### config.mk
export PLATFORM = sky130hd
export DESIGN_NAME = pc_sequencer
export DESIGN_NICKNAME = d
export VERILOG_FILES = /design/src/rtl/pc_pkg.sv /design/src/rtl/ras_stack.sv /design/src/rtl/pc_sequencer.sv
export SDC_FILE = /design/constraint.sdc
export NUM_CORES = 1
export LEC_CHECK = 0
export BUFFER_PORTS_ARGS = -buffer_cell sky130_fd_sc_hd__buf_2
export CORE_MARGIN = 3
export CORE_UTILIZATION = 58
export DETAILED_ROUTE_END_ITERATION = 10
export PLACE_DENSITY = 0.8
export SLEW_MARGIN = 0
export SYNTH_ARGS = -nofsm -noshare
export SYNTH_HDL_FRONTEND = slang
export SYNTH_SLANG_ARGS = --single-unit
### constraint.sdc
create_clock -name clk -period 3.3 [get_ports clk]
set_clock_uncertainty 0.15 [all_clocks]
set_input_delay 0.165 -clock clk [delete_from_list [all_inputs] [get_ports clk]]
set_output_delay 0.165 -clock clk [all_outputs]
set_load 0.02 [all_outputs]
### src/rtl/pc_pkg.sv
// Shared types and helpers for the program-counter sequencer.
// Imported by pc_sequencer and its return-address stack.
package pc_pkg;

    typedef enum logic [2:0] {
        NXT_INC,
        NXT_ABS,
        NXT_REL,
        NXT_CALL,
        NXT_RET
    } next_sel_t;

    // Sign-extend the low w bits of v to 32 bits.
    function automatic logic [31:0] sext32(
        input logic [31:0] v,
        input int unsigned w
    );
        logic signed [31:0] s;
        s = $signed(v << (32 - w));
        return $unsigned(s >>> (32 - w));
    endfunction

endpackage

### src/rtl/ras_stack.sv
// Return-address stack: LIFO of D-bit addresses.
// Pushes are dropped when full and pops are dropped when empty.
module ras_stack #(
    parameter int D         = 12,
    parameter int RAS_DEPTH = 4
) (
    input  logic         clk,
    input  logic         reset_n,
    input  logic         push,
    input  logic         pop,
    input  logic [D-1:0] din,
    output logic [D-1:0] top,
    output logic         full,
    output logic         empty
);

    localparam int AW = (RAS_DEPTH > 1) ? $clog2(RAS_DEPTH) : 1;
    localparam int CW = $clog2(RAS_DEPTH + 1);

    logic [D-1:0]  mem [RAS_DEPTH];
    logic [CW-1:0] cnt;
    logic [CW-1:0] tos;

    assign tos   = cnt - 1'b1;
    assign full  = (cnt == CW'(RAS_DEPTH));
    assign empty = (cnt == '0);
    assign top   = empty ? '0 : mem[tos[AW-1:0]];

    always_ff @(posedge clk or negedge reset_n) begin
        if (!reset_n) begin
            cnt <= '0;
            for (int i = 0; i < RAS_DEPTH; i++) begin
                mem[i] <= '0;
            end
        end else if (push && !full) begin
            mem[cnt[AW-1:0]] <= din;
            cnt              <= cnt + 1'b1;
        end else if (pop && !empty) begin
            cnt <= cnt - 1'b1;
        end
    end

endmodule

### src/rtl/pc_sequencer.sv
// Program-counter sequencer: holds prog_ctr for CPI cycles,
// then commits one next-PC decision (inc/branch/call/ret).
module pc_sequencer
    import pc_pkg::*;
#(
    parameter int             D         = 12,
    parameter int             CPI       = 12,
    parameter int             OFF_W     = 8,
    parameter int             RAS_DEPTH = 4,
    parameter logic [D-1:0]   RESET_PC  = '0,
    localparam int            PW        = (CPI > 1) ? $clog2(CPI) : 1
) (
    input  logic             clk,
    input  logic             reset_n,
    input  logic             stall,
    input  logic             branch_en,
    input  logic             branch_rel,
    input  logic [D-1:0]     target,
    input  logic [OFF_W-1:0] offset,
    input  logic             call,
    input  logic             ret,
    output logic [D-1:0]     prog_ctr,
    output logic             step,
    output logic [PW-1:0]    phase,
    output logic             ras_empty,
    output logic             ras_full,
    output logic             fault
);

    localparam logic [PW-1:0] LAST = PW'(CPI - 1);

    next_sel_t   sel;
    logic        commit;
    logic        fault_set;
    logic        push;
    logic        pop;
    logic [31:0] off_x;
    logic [D-1:0] ras_top;
    logic [D-1:0] pc_inc;
    logic [D-1:0] pc_nxt;

    assign commit = !stall && (phase == LAST);
    assign off_x  = sext32(32'(offset), OFF_W);
    assign pc_inc = prog_ctr + 1'b1;

    // Lower-priority strobes are masked so they never act.
    always_comb begin
        sel = NXT_INC;
        unique case (1'b1)
            ret:                     sel = ras_empty ? NXT_INC : NXT_RET;
            !ret && call:            sel = ras_full ? NXT_INC : NXT_CALL;
            !ret && !call && branch_en:
                                     sel = branch_rel ? NXT_REL : NXT_ABS;
            default:                 sel = NXT_INC;
        endcase
    end

    always_comb begin
        pc_nxt = pc_inc;
        unique case (sel)
            NXT_ABS:  pc_nxt = target;
            NXT_REL:  pc_nxt = prog_ctr + off_x[D-1:0];
            NXT_CALL: pc_nxt = target;
            NXT_RET:  pc_nxt = ras_top;
            default:  pc_nxt = pc_inc;
        endcase
    end

    assign push      = commit && (sel == NXT_CALL);
    assign pop       = commit && (sel == NXT_RET);
    assign fault_set = commit &&
                       ((ret && ras_empty) || (!ret && call && ras_full));

    always_ff @(posedge clk or negedge reset_n) begin
        if (!reset_n) begin
            phase    <= '0;
            prog_ctr <= RESET_PC;
            step     <= 1'b0;
            fault    <= 1'b0;
        end else begin
            step  <= commit;
            fault <= fault | fault_set;
            if (!stall) begin
                phase <= (phase == LAST) ? '0 : phase + 1'b1;
            end
            if (commit) begin
                prog_ctr <= pc_nxt;
            end
        end
    end

    ras_stack #(
        .D         (D),
        .RAS_DEPTH (RAS_DEPTH)
    ) u_ras (
        .clk     (clk),
        .reset_n (reset_n),
        .push    (push),
        .pop     (pop),
        .din     (pc_inc),
        .top     (ras_top),
        .full    (ras_full),
        .empty   (ras_empty)
    );

endmodule

Word-level counts from Yosys, hierarchy flattened --
Index checks and enable logic that the tools add are counted.
Cells by class: $add $sub $neg 5, $lt $le $gt $ge 3, equal/unequal tests 6, mux-type cells 15, bitwise operators 3, reduce and logical (&&, ||, !) cells 21
Operators by type and width (number):
- 48-bit bitwise mux | 1
- 12-bit 2-to-1 mux | 4
- 12-bit one-hot mux with 3 select lines | 1
- 12-bit binary-select mux with 2-bit select | 1
- 12-bit demux with 2-bit select | 1
- 12-bit by 1-bit adder with 12-bit output (second input constant) | 1
- 12-bit adder | 1
- 1-bit logical AND | 12
- 3-bit 2-to-1 mux | 3
- 3-bit one-hot mux with 3 select lines | 1
- 3-bit by 2-bit == test with 1-bit output (second input constant) | 2
- 3-bit == test (second input constant) | 2
- 3-bit >= comparator (second input constant) | 2
- 2-bit NOT with 3-bit output | 2
- 1-bit logical NOT | 5
- 4-bit by 1-bit adder with 4-bit output (second input constant) | 1
- 4-bit == test (second input constant) | 1
- 2-bit 2-to-1 mux | 2
- 4-bit 2-to-1 mux | 1
- 3-bit by 1-bit adder with 3-bit output (second input constant) | 1
- 3-bit by 1-bit == test with 1-bit output (second input constant) | 1
- 3-bit logical NOT | 1
- 3-bit by 1-bit < comparator with 1-bit output (second input constant) | 1
- 3-bit by 1-bit subtractor with 3-bit output (second input constant) | 1
- 4 further kinds | 4
Storage, ports and cells: flip-flop bits (word level) 69, bits of input ports 27, output and inout port bits 20, logic and storage cells 62

Logic depth before layout (Yosys ltp) --
Gate-level depths: netlist of the first run.
depth after elaboration 9, depth in mapped cells 10, gate-level depth less buffers 8

Modules after synthesis --
Synthesis of the first run repeated with hierarchy kept, for this count alone.
Unflattened totals: cells, all modules 367, area, all modules 4169.0 um^2
Modules (own cells, without submodules):
- ras_stack | times used 1, cells an instance 165, area an instance 2476.1 um^2, seq. area each 1276.2 um^2
- pc_sequencer | times used 1, cells an instance 202, area an instance 1692.9 um^2, seq. area each 450.4 um^2

Least setup slack after synthesis of the first run --
OpenSTA, ideal clock, no wires.
path kind reg-to-reg, start point register u_ras.cnt[0], end point register prog_ctr[7], setup time 0.119 ns, arrival time 2.447 ns, data required time 3.031 ns, path slack 0.584 ns, stages on the path, launching flop included 9, buffers on the path 2, period minus slack after synthesis 2.716 ns, cell sequence dfrtp_1 > buf_2 > inv_1 > ha_1 > clkbuf_1 > mux4_2 > a221oi_1 > o221ai_1 > o21a_1
On the way: cells in the longest elaborated chain, start to end 7, elaborated cells on any way between the ends 17, those cells by class 1 x add/sub; 5 x eq/ne; 8 x mux; 1 x bitwise; 2 x reduce/logical
Ends and longest elaborated chain:
- start, declared | line ras_stack.sv:21 | logic [CW-1:0] cnt;
- start signal, assigned | line ras_stack.sv:37 | cnt <= cnt + 1'b1;
- start signal, assigned | line ras_stack.sv:39 | cnt <= cnt - 1'b1;
- 3-bit by 1-bit subtractor with 3-bit output
- via u_ras.tos[0] | line ras_stack.sv:22 | logic [CW-1:0] tos;
- 2-bit NOT with 3-bit output (not written as such) | line ras_stack.sv:27 | assign top = empty ? '0 : mem[tos[AW-1:0]];
- 12-bit binary-select mux with 2-bit select | line ras_stack.sv:27
- 12-bit 2-to-1 mux (not written as such) (2 in a row) | line ras_stack.sv:27
- 12-bit 2-to-1 mux | line ras_stack.sv:27
- 12-bit one-hot mux with 3 select lines | line pc_sequencer.sv:60 | unique case (sel)
- end signal, assigned | line pc_sequencer.sv:87 | prog_ctr <= pc_nxt;
- end, declared | line pc_sequencer.sv:22 | output logic [D-1:0] prog_ctr,
The timed path passes the listed nets, and every way through them passes these cells. The select of a mux whose other input is x is not followed. A chain may end at the register's enable or synchronous reset.

Final worst setup path of the first run --
start point register prog_ctr[0], end point register prog_ctr[10]
On the way: cells in the longest elaborated chain, start to end 2, elaborated cells on any way between the ends 3, those cells by class 2 x add/sub; 1 x mux
Ends and longest elaborated chain (line):
- 12-bit by 1-bit adder with 12-bit output / 12-bit adder (equally long branches) | pc_sequencer.sv:44, pc_sequencer.sv:62
- 12-bit one-hot mux with 3 select lines * | pc_sequencer.sv:60
Mark *: on every way between the ends. The rest lies on a longest branch, timed or not.

==> tab_implementation.tex, run 1 <==
\begin{tabular}{lr}
\hline
Metric & Value \\
\hline
\multicolumn{2}{l}{\textbf{Run status}} \\
\quad Run status & complete, no violations \\
\multicolumn{2}{l}{\textbf{Clocking}} \\
\quad Number of sinks handled by clock tree synthesis & 69 \\
\quad Number of instances resized during post-cts repair & 0 \\
\quad Root Driver & clkbuf\_8 \\
\quad Setup Buffers After CTS & 0 \\
\quad Total of hold buffers inserted after clock tree synthesis & 2 \\
\quad Maximum clock insertion buffer count & 2 \\
\quad H-tree depth & 3 \\
\quad Num CTS Buffers & 9 \\
\quad TritonCTS clock tree & done \\
\quad Insertion delay of the later-clocked pin in the worst-skew pair & 0.35 ns \\
\quad Clock edge transition at the registers on the reported setup and hold paths & 0.09 ns \\
\multicolumn{2}{l}{\textbf{Min path}} \\
\quad HP Start & target[5] \\
\quad Path category of the worst min-delay check & input port to flop \\
\quad Number of cells on the worst hold path & 4 \\
\quad Min-Delay Endpoint & prog\_ctr[5] \\
\multicolumn{2}{l}{\textbf{Floorplanning}} \\
\quad Die extent in x & 88.1 microns \\
\quad Number of top-level design ports & 47 \\
\quad Area of the die & 7770 sq um \\
\quad Placement Rows & 29 \\
\quad Area of the core & 6460 sq um \\
\quad Starting utilization of the core area & 0.606 \\
\quad Y dimension of the die & 88.1 microns \\
\multicolumn{2}{l}{\textbf{Placed design}} \\
\quad Detailed placer's ending HPWL & $\sim$7000 microns \\
\quad Global placement routability congestion & about 0.9 \\
\quad I/O Buffers & 46 \\
\multicolumn{2}{l}{\textbf{STA}} \\
\quad Share of the clock period used by the worst path & 0.825 \\
\quad Endpoints failing hold & 0 \\
\quad Final setup TNS & 0 ns \\
\quad Max-slew violation count & 0 \\
\quad Tightest slew margin relative to the limit & 0.462 \\
\quad Setup-violating endpoint count in the final report & 0 \\
\quad Final worst path period need & 2.72 ns \\
\quad Least-Margin Pin Slew & 0.808 ns \\
\quad Maximum frequency from static timing analysis & 0.367 GHz \\
\quad Setup repair after global routing missed its margin & false \\
\multicolumn{2}{l}{\textbf{Power}} \\
\quad P per Cell Area & $\sim$800 nW/um\^{}2 \\
\quad Total leakage power & 2.03 nW \\
\quad Worst VDD drop & 0.316 mV \\
\multicolumn{2}{l}{\textbf{Detailed routing}} \\
\quad Highest routing layer actually used & met4 \\
\quad DR iter-0 viols & 303 \\
\quad Total routed wirelength & approximately 9600 microns \\
\quad Routed length per instance & 18.3 microns \\
\quad Detailed-router iteration count before antenna repair & 4 \\
\quad DRT met1 WL & 4200 microns \\
\quad Remaining antenna violation count after routing & 0 \\
\quad Met3 wirelength from detailed routing & 440 microns \\
\quad Vias/cell & 6.24 \\
\quad DRC violation count after routing & 0 \\
\quad Routed wl met2 & 4760 microns \\
\quad Via count of the routed design & 3,278 \\
\multicolumn{2}{l}{\textbf{Worst setup path}} \\
\quad Endpoint required time on the critical path & $\sim$3.4 ns \\
\quad Crit start category & flop \\
\quad Number of cells on the worst reg-to-reg path & 8 \\
\quad Critical-path top delay cell & fa\_1 \\
\quad Critical path cell sequence & ha\_1 -> fa\_1 -> a211oi\_2 -> o21bai\_1 -> or4\_1 -> a221oi\_2 -> xor2\_1 -> o22ai\_1 \\
\quad FF-to-FF End & prog\_ctr[10] \\
\quad Worst setup EP type & flop \\
\quad Category of the most critical setup path & flop to flop \\
\quad Origin of the critical flop-to-flop path & prog\_ctr[0] \\
\quad Largest stage delay on the critical path & 0.45 ns \\
\quad Crit-path max FO & 4 \\
\quad Kind of cell adding the most delay to the critical path & compound AO/OA/AOI/OAI gates \\
\quad Critical path buffer and inverter count & 0 \\
\quad Register-to-register setup slack & a little under 0.6 ns \\
\quad Data arrival time of the critical path & approximately 2.8 ns \\
\multicolumn{2}{l}{\textbf{Flow run}} \\
\quad Max-cap viol count & 0 \\
\multicolumn{2}{l}{\textbf{Global route}} \\
\quad Largest net degree at the start of global routing & 37 \\
\quad Remaining global-route overflow & 0 \\
\quad Number of global-route vias before repair & 3,282 \\
\quad Total GRT Usage & 0.267 \\
\quad Initial antenna violation count & 0 \\
\quad Wire length of the first global-routing pass & approximately 16,000 microns \\
\multicolumn{2}{l}{\textbf{Synth}} \\
\quad Mapped cell area & 3910 sq um \\
\quad Total number of yosys warnings & 0 \\
\quad Post-Syn Area per Cell & 9.98 sq um \\
\quad EDFF count, synth & 0 \\
\quad Synthesized netlist net count & 438 \\
\quad Post-synthesis cell type count & 54 \\
\quad Post-synthesis sequential element count & 69 \\
\quad Synthesized instance count & 392 \\
\quad Top FF cell, synth & dfrtp\_1 \\
\quad Synth async-reset ratio & 1.00 \\
\quad Register area share after synthesis & 0.441 \\
\multicolumn{2}{l}{\textbf{Cells and area}} \\
\quad Antenna cell count & 0 \\
\quad Growth of design area from synthesis to finish & 14.3\% \\
\quad Final standard cell utilization of the core & 0.693 \\
\quad Total Nets Final & between 400 and 500 \\
\quad Share of post-route cells with drive strength above 1 & 0.221 \\
\hline
\end{tabular}
metal layers:
layer | vias to the layer above | global-route usage
met2 | 108 | 0.444
li1 | 1550 | -
met4 | 0 | 0.122
met3 | 19 | 0.0386
met5 | - | 0
met1 | 1601 | 0.349
Yosys cell counts (2+ instances only):
cell / n / area, sq um
a211oi_1: 3 / 22.5
a21oi_1: 12 / 60.1
a221oi_1: 8 / 70.1
a22oi_1: 3 / 22.5
a31o_2: 2 / 17.5
a31oi_1: 2 / 12.5
a41oi_1: 2 / 17.5
and3_1: 3 / 18.8
and4_1: 2 / 17.5
buf_2: 3 / 15.0
clkbuf_1: 16 / 60.1
dfrtp_1: 69 / 1730
ha_1: 18 / 225
inv_1: 8 / 30.0
mux2_2: 6 / 67.6
mux4_2: 12 / 270
nand2_1: 60 / 225
nand2b_1: 4 / 25.0
nand3_1: 8 / 40.0
nand4_1: 5 / 31.3
nor2_1: 17 / 63.8
nor2b_1: 2 / 12.5
nor3_1: 2 / 10.0
o21a_1: 6 / 45.0
o21ai_0: 63 / 315
o21bai_1: 3 / 22.5
o221ai_1: 3 / 26.3
o22a_1: 3 / 26.3
o22ai_1: 2 / 12.5
o31a_1: 2 / 17.5
o31ai_1: 2 / 15.0
xnor2_1: 5 / 43.8
xor2_1: 15 / 131
cell families (layout without fill, tap and decap cells):
group                    count (synthesis)  count (layout)  share of synthesized area
AO/OA/AOI/OAI                          129             129                      0.212
AND/OR/NAND/NOR                        109             109                      0.125
flip-flops                              69              69                      0.441
buffers and inverters                   28              84                     0.0281
XOR/XNOR                                20              20                     0.0448
adder cells (fa/ha/maj)                 19              19                     0.0627
multiplexers                            18              18                     0.0863
layout by cell type (no fill, tap or decap), drive strengths merged, types with 5 or more instances in the layout:
| cell | Yosys | layout |
|---|---|---|
| nand4 | 5 | 5 |
| nand3 | 8 | 8 |
| clkbuf | 17 | 9 |
| buf | 3 | 58 |
| o21a | 6 | 6 |
| xor2 | 15 | 15 |
| nor2 | 17 | 17 |
| nand2 | 60 | 60 |
| mux4 | 12 | 12 |
| mux2 | 6 | 6 |
| ha | 18 | 18 |
| a21oi | 12 | 12 |
| dfrtp | 69 | 69 |
| a221oi | 9 | 9 |
| inv | 8 | 12 |
| o21ai | 63 | 63 |
| xnor2 | 5 | 5 |
registers in the layout, indices dropped and copies added, names as in the netlist:
register,cells
u_ras.mem,48
fault,1
phase,4
step,1
prog_ctr,12
u_ras.cnt,3
layout make-up:
cell class,count,area (sq um)
sequential,69,1730
tap,77,96.3
multi-input combinational,295,2080
timing repair buffer,60,340
clock buffer,9,124
clock inverter,7,80.1
inverter,8,30.0
fill,505,1990
worst register-to-register path, delay by kind of cell, from the launching register on:
| kind | cells | cell delay, ns |
|---|---|---|
| AND/OR/NAND/NOR | 1 | 0.44 |
| flip-flops | 1 | 0.39 |
| adder cells (fa/ha/maj) | 2 | 0.67 |
| AO/OA/AOI/OAI | 4 | 0.79 |
| XOR/XNOR | 1 | 0.17 |
how the worst max path moves through the flow:
stage | startpoint | endpoint | slack [ns] | depth (start not counted)
CTS | prog_ctr[0] | prog_ctr[10] | 0.59 | 8
floorplan | u_ras.cnt[0] | prog_ctr[7] | 0.58 | 8
finish | prog_ctr[0] | prog_ctr[10] | 0.58 | 8
detailed placement | prog_ctr[0] | prog_ctr[10] | 0.61 | 8
global placement | prog_ctr[0] | prog_ctr[10] | 0.68 | 8
global route | prog_ctr[0] | prog_ctr[10] | 0.43 | 8
per-stage QoR:
step	area (sq um)	setup WS, ns	std cells	hold slack, ns	power [mW]
3_5_place_dp	4250	0.612	507	0.144	2.85
6_report	4470	0.576	525	0.0216	3.59
5_1_grt	4470	0.429	525	0.0492	3.83
2_1_floorplan	3910	0.584	392	-0.281	2.35
3_3_place_gp	4250	0.679	507	0.131	2.79
4_1_cts	4470	0.594	525	0.0140	3.58
report_power, final:
| part | internal (mW) | switching (mW) |
|---|---|---|
| Combinational | 0.645 | 0.958 |
| Sequential | 1.04 | 0.221 |
| Clock | 0.361 | 0.365 |
| Total | 2.05 | 1.54 |
(Power assumes the default switching activity.)
==> run 2, diff against run 1 <==
--- a/config.mk
+++ b/config.mk
@@ -7,9 +7,9 @@
 export LEC_CHECK = 0
 export BUFFER_PORTS_ARGS = -buffer_cell sky130_fd_sc_hd__buf_2
 export CORE_MARGIN = 3
-export CORE_UTILIZATION = 58
+export CORE_UTILIZATION = 53
 export DETAILED_ROUTE_END_ITERATION = 10
-export PLACE_DENSITY = 0.8
+export PLACE_DENSITY = 0.77
 export SLEW_MARGIN = 0
 export SYNTH_ARGS = -nofsm -noshare
 export SYNTH_HDL_FRONTEND = slang
==> constraint.sdc (replaced) <==
create_clock -name clk -period 2.4 [get_ports clk]
set_clock_uncertainty 0.15 [all_clocks]
set_input_delay 0.12 -clock clk [delete_from_list [all_inputs] [get_ports clk]]
set_output_delay 0.12 -clock clk [all_outputs]
set_load 0.02 [all_outputs]
==> run 2 against run 1 <==
The flow now finishes with violations (negative setup slack). Flip-flop and latch count did not move. Non-clock buffer count up 27. Count of clock-buffer cells in the layout did not move. Highest routed layer unchanged.
==> tab_implementation.tex, run 2 (synthesis gave the netlist of run 1 again) <==
\begin{tabular}{lr}
\hline
Metric & Value \\
\hline
\multicolumn{2}{l}{\textbf{STA}} \\
\quad Least-Margin Pin Slew & 0.831 ns \\
\quad Endpoints failing hold & 0 \\
\quad Final worst-path setup slack & -0.150 ns \\
\quad Maximum frequency from static timing analysis & between 0.3 and 0.4 GHz \\
\quad Final worst path period need & between 2 and 3 ns \\
\quad Setup repair after global routing missed its margin & true \\
\quad Final setup TNS & -0.201 ns \\
\quad Share of the clock period used by the worst path & 1.06 \\
\quad Setup-violating endpoint count in the final report & 2 \\
\quad Tightest slew margin relative to the limit & 0.446 \\
\quad Max-slew violation count & 0 \\
\quad Hold slack & 0.0321 ns \\
\multicolumn{2}{l}{\textbf{Placed design}} \\
\quad Worst Setup Slack post-DPL & -0.0656 ns \\
\quad I/O Buffers & 46 \\
\quad Detailed placer's ending HPWL & $\sim$7400 microns \\
\quad Global placement routability congestion & 0.915 \\
\multicolumn{2}{l}{\textbf{Worst setup path}} \\
\quad Data arrival time of the critical path & 2.64 ns \\
\quad Endpoint required time on the critical path & roughly 2.5 ns \\
\quad Crit start category & flop \\
\quad Crit-path max FO & 2 \\
\quad Worst setup EP type & flop \\
\quad Category of the most critical setup path & flop to flop \\
\multicolumn{2}{l}{\textbf{Detailed routing}} \\
\quad DRT met1 WL & 4340 microns \\
\quad Met3 wirelength from detailed routing & 508 microns \\
\quad DR iter-0 viols & 183 \\
\quad Remaining antenna violation count after routing & 0 \\
\quad Routed length per instance & around 17 microns \\
\quad Total routed wirelength & 9950 microns \\
\quad DRC violation count after routing & 0 \\
\quad Detailed-router iteration count before antenna repair & 5 \\
\quad Routed wl met2 & between 4000 and 5000 microns \\
\quad Highest routing layer actually used & met4 \\
\quad Vias/cell & 5.84 \\
\quad Via count of the routed design & approximately 3,300 \\
\multicolumn{2}{l}{\textbf{Global route}} \\
\quad Total GRT Usage & 0.254 \\
\quad Remaining global-route overflow & 0 \\
\quad Largest net degree at the start of global routing & 37 \\
\quad Number of global-route vias before repair & 3,414 \\
\quad Wire length of the first global-routing pass & 16,900 microns \\
\quad Initial antenna violation count & 0 \\
\multicolumn{2}{l}{\textbf{Power}} \\
\quad Total power draw & roughly 5.2 mW \\
\quad Clock group share of total power & 0.174 \\
\quad Total leakage power & approximately 2.2 nW \\
\quad P\_sw & 2.20 mW \\
\quad Register share of total power & 0.324 \\
\quad Share of power burned in combinational logic & 0.502 \\
\quad Internal power & roughly 3.0 mW \\
\quad Net switching fraction of the power & 0.428 \\
\quad P per Cell Area & $\sim$1100 nW/um\^{}2 \\
\quad Worst VDD drop & 0.427 mV \\
\multicolumn{2}{l}{\textbf{Floorplanning}} \\
\quad Die extent in x & about 92 microns \\
\quad Area of the die & between 8000 and 9000 sq um \\
\quad Number of top-level design ports & 47 \\
\quad Y dimension of the die & 91.9 microns \\
\quad Placement Rows & 30 \\
\quad Area of the core & 6980 sq um \\
\quad Starting utilization of the core area & 0.560 \\
\multicolumn{2}{l}{\textbf{Run status}} \\
\quad Failing checks & negative setup slack \\
\quad Run status & finished with violations \\
\multicolumn{2}{l}{\textbf{Cells and area}} \\
\quad Share of post-route cells with drive strength above 1 & 0.280 \\
\quad Final standard cell utilization of the core & 0.680 \\
\quad Antenna cell count & 0 \\
\quad Largest reg by FF count & u\_ras.mem \\
\quad Regs by FF count & u\_ras.mem (48), prog\_ctr (12), phase (4) \\
\quad Leading cell type in the layout, fill and taps excluded & dfrtp\_1 \\
\quad Most frequent cells in the layout & dfrtp\_1, nand2\_1, o21ai\_0 \\
\quad Total Nets Final & 516 \\
\quad Flip-flop count of the largest register after layout & 48 \\
\quad Growth of design area from synthesis to finish & 21.4\% \\
\multicolumn{2}{l}{\textbf{Clocking}} \\
\quad Num CTS Buffers & 9 \\
\quad Maximum clock insertion buffer count & 2 \\
\quad Insertion delay of the later-clocked pin in the worst-skew pair & between 0.3 and 0.4 ns \\
\quad Clock edge transition at the registers on the reported setup and hold paths & $\sim$0.090 ns \\
\quad H-tree depth & 3 \\
\quad Root Driver & clkbuf\_8 \\
\quad TritonCTS clock tree & done \\
\quad Number of sinks handled by clock tree synthesis & 69 \\
\multicolumn{2}{l}{\textbf{Flow run}} \\
\quad Max-cap viol count & 0 \\
\multicolumn{2}{l}{\textbf{Min path}} \\
\quad Path category of the worst min-delay check & input port to flop \\
\hline
\end{tabular}
==> run 2: cell type report <==
| class | count | area, sq um |
|---|---|---|
| multi-input cells | 295 | 2130 |
| fillers | 555 | 2230 |
| repair buffers | 87 | 561 |
| clock buffers | 9 | 124 |
| clock inverters | 7 | 57.6 |
| inverters | 8 | 30.0 |
| well taps | 96 | 120 |
| flip-flops and latches | 69 | 1730 |
==> run 2: what timing repair did <==
action,in CTS,in global routing
hold buffers,4,0
buffers inserted,0,3
resized for setup,1,8
endpoints found under the setup margin,2,5
pin swaps,0,4
hold endpoints to repair,39,0
==> run 2: final timing paths <==
kind                                     from       endpoint  slack [ns]  cells past startpoint
worst min register to register  u_ras.mem[47]  u_ras.mem[47]        0.34                      2
worst max register to register    prog_ctr[0]   prog_ctr[10]       -0.15                      8
worst max-delay path              prog_ctr[0]   prog_ctr[10]       -0.15                      8
min in group asynchronous             reset_n           step        0.26                      2
max in group asynchronous             reset_n  u_ras.mem[45]        1.17                      3
worst min-delay path                target[4]    prog_ctr[4]        0.03                      3
==> run 2: power groups by stage <==
| stage | Sequential, mW | Combinational (mW) | Clock (mW) |
|---|---|---|---|
| finish | 1.67 | 2.59 | 0.897 |
| global route | 1.71 | 2.84 | 0.960 |
| CTS | 1.66 | 2.51 | 0.910 |
| detailed placement | 1.69 | 2.47 | 0 |
| global placement | 1.67 | 2.44 | 0 |
| floorplan | 1.88 | 1.38 | 0 |
==> run 2: stage by stage <==
step	std cells	instance area, sq um
2_1_floorplan	392	3940
3_3_place_gp	549	4480
3_5_place_dp	549	4480
4_1_cts	569	4700
5_1_grt	571	4750
6_report	571	4750
==> run 2: layer usage <==
metal  up-vias  track usage
met5         -            0
met4         0       0.0668
met3        16       0.0443
met2       101        0.423
met1      1615        0.344
li1       1602            -
==> run 2: critical path, stage by stage, from the launching register on <==
cell and delay [ns]:
dfrtp_2 0.42, ha_4 0.16, fa_2 0.34, a211oi_2 0.24
o21bai_1 0.16, or4_1 0.44, a221oi_2 0.26, xor2_1 0.16
o22ai_1 0.09
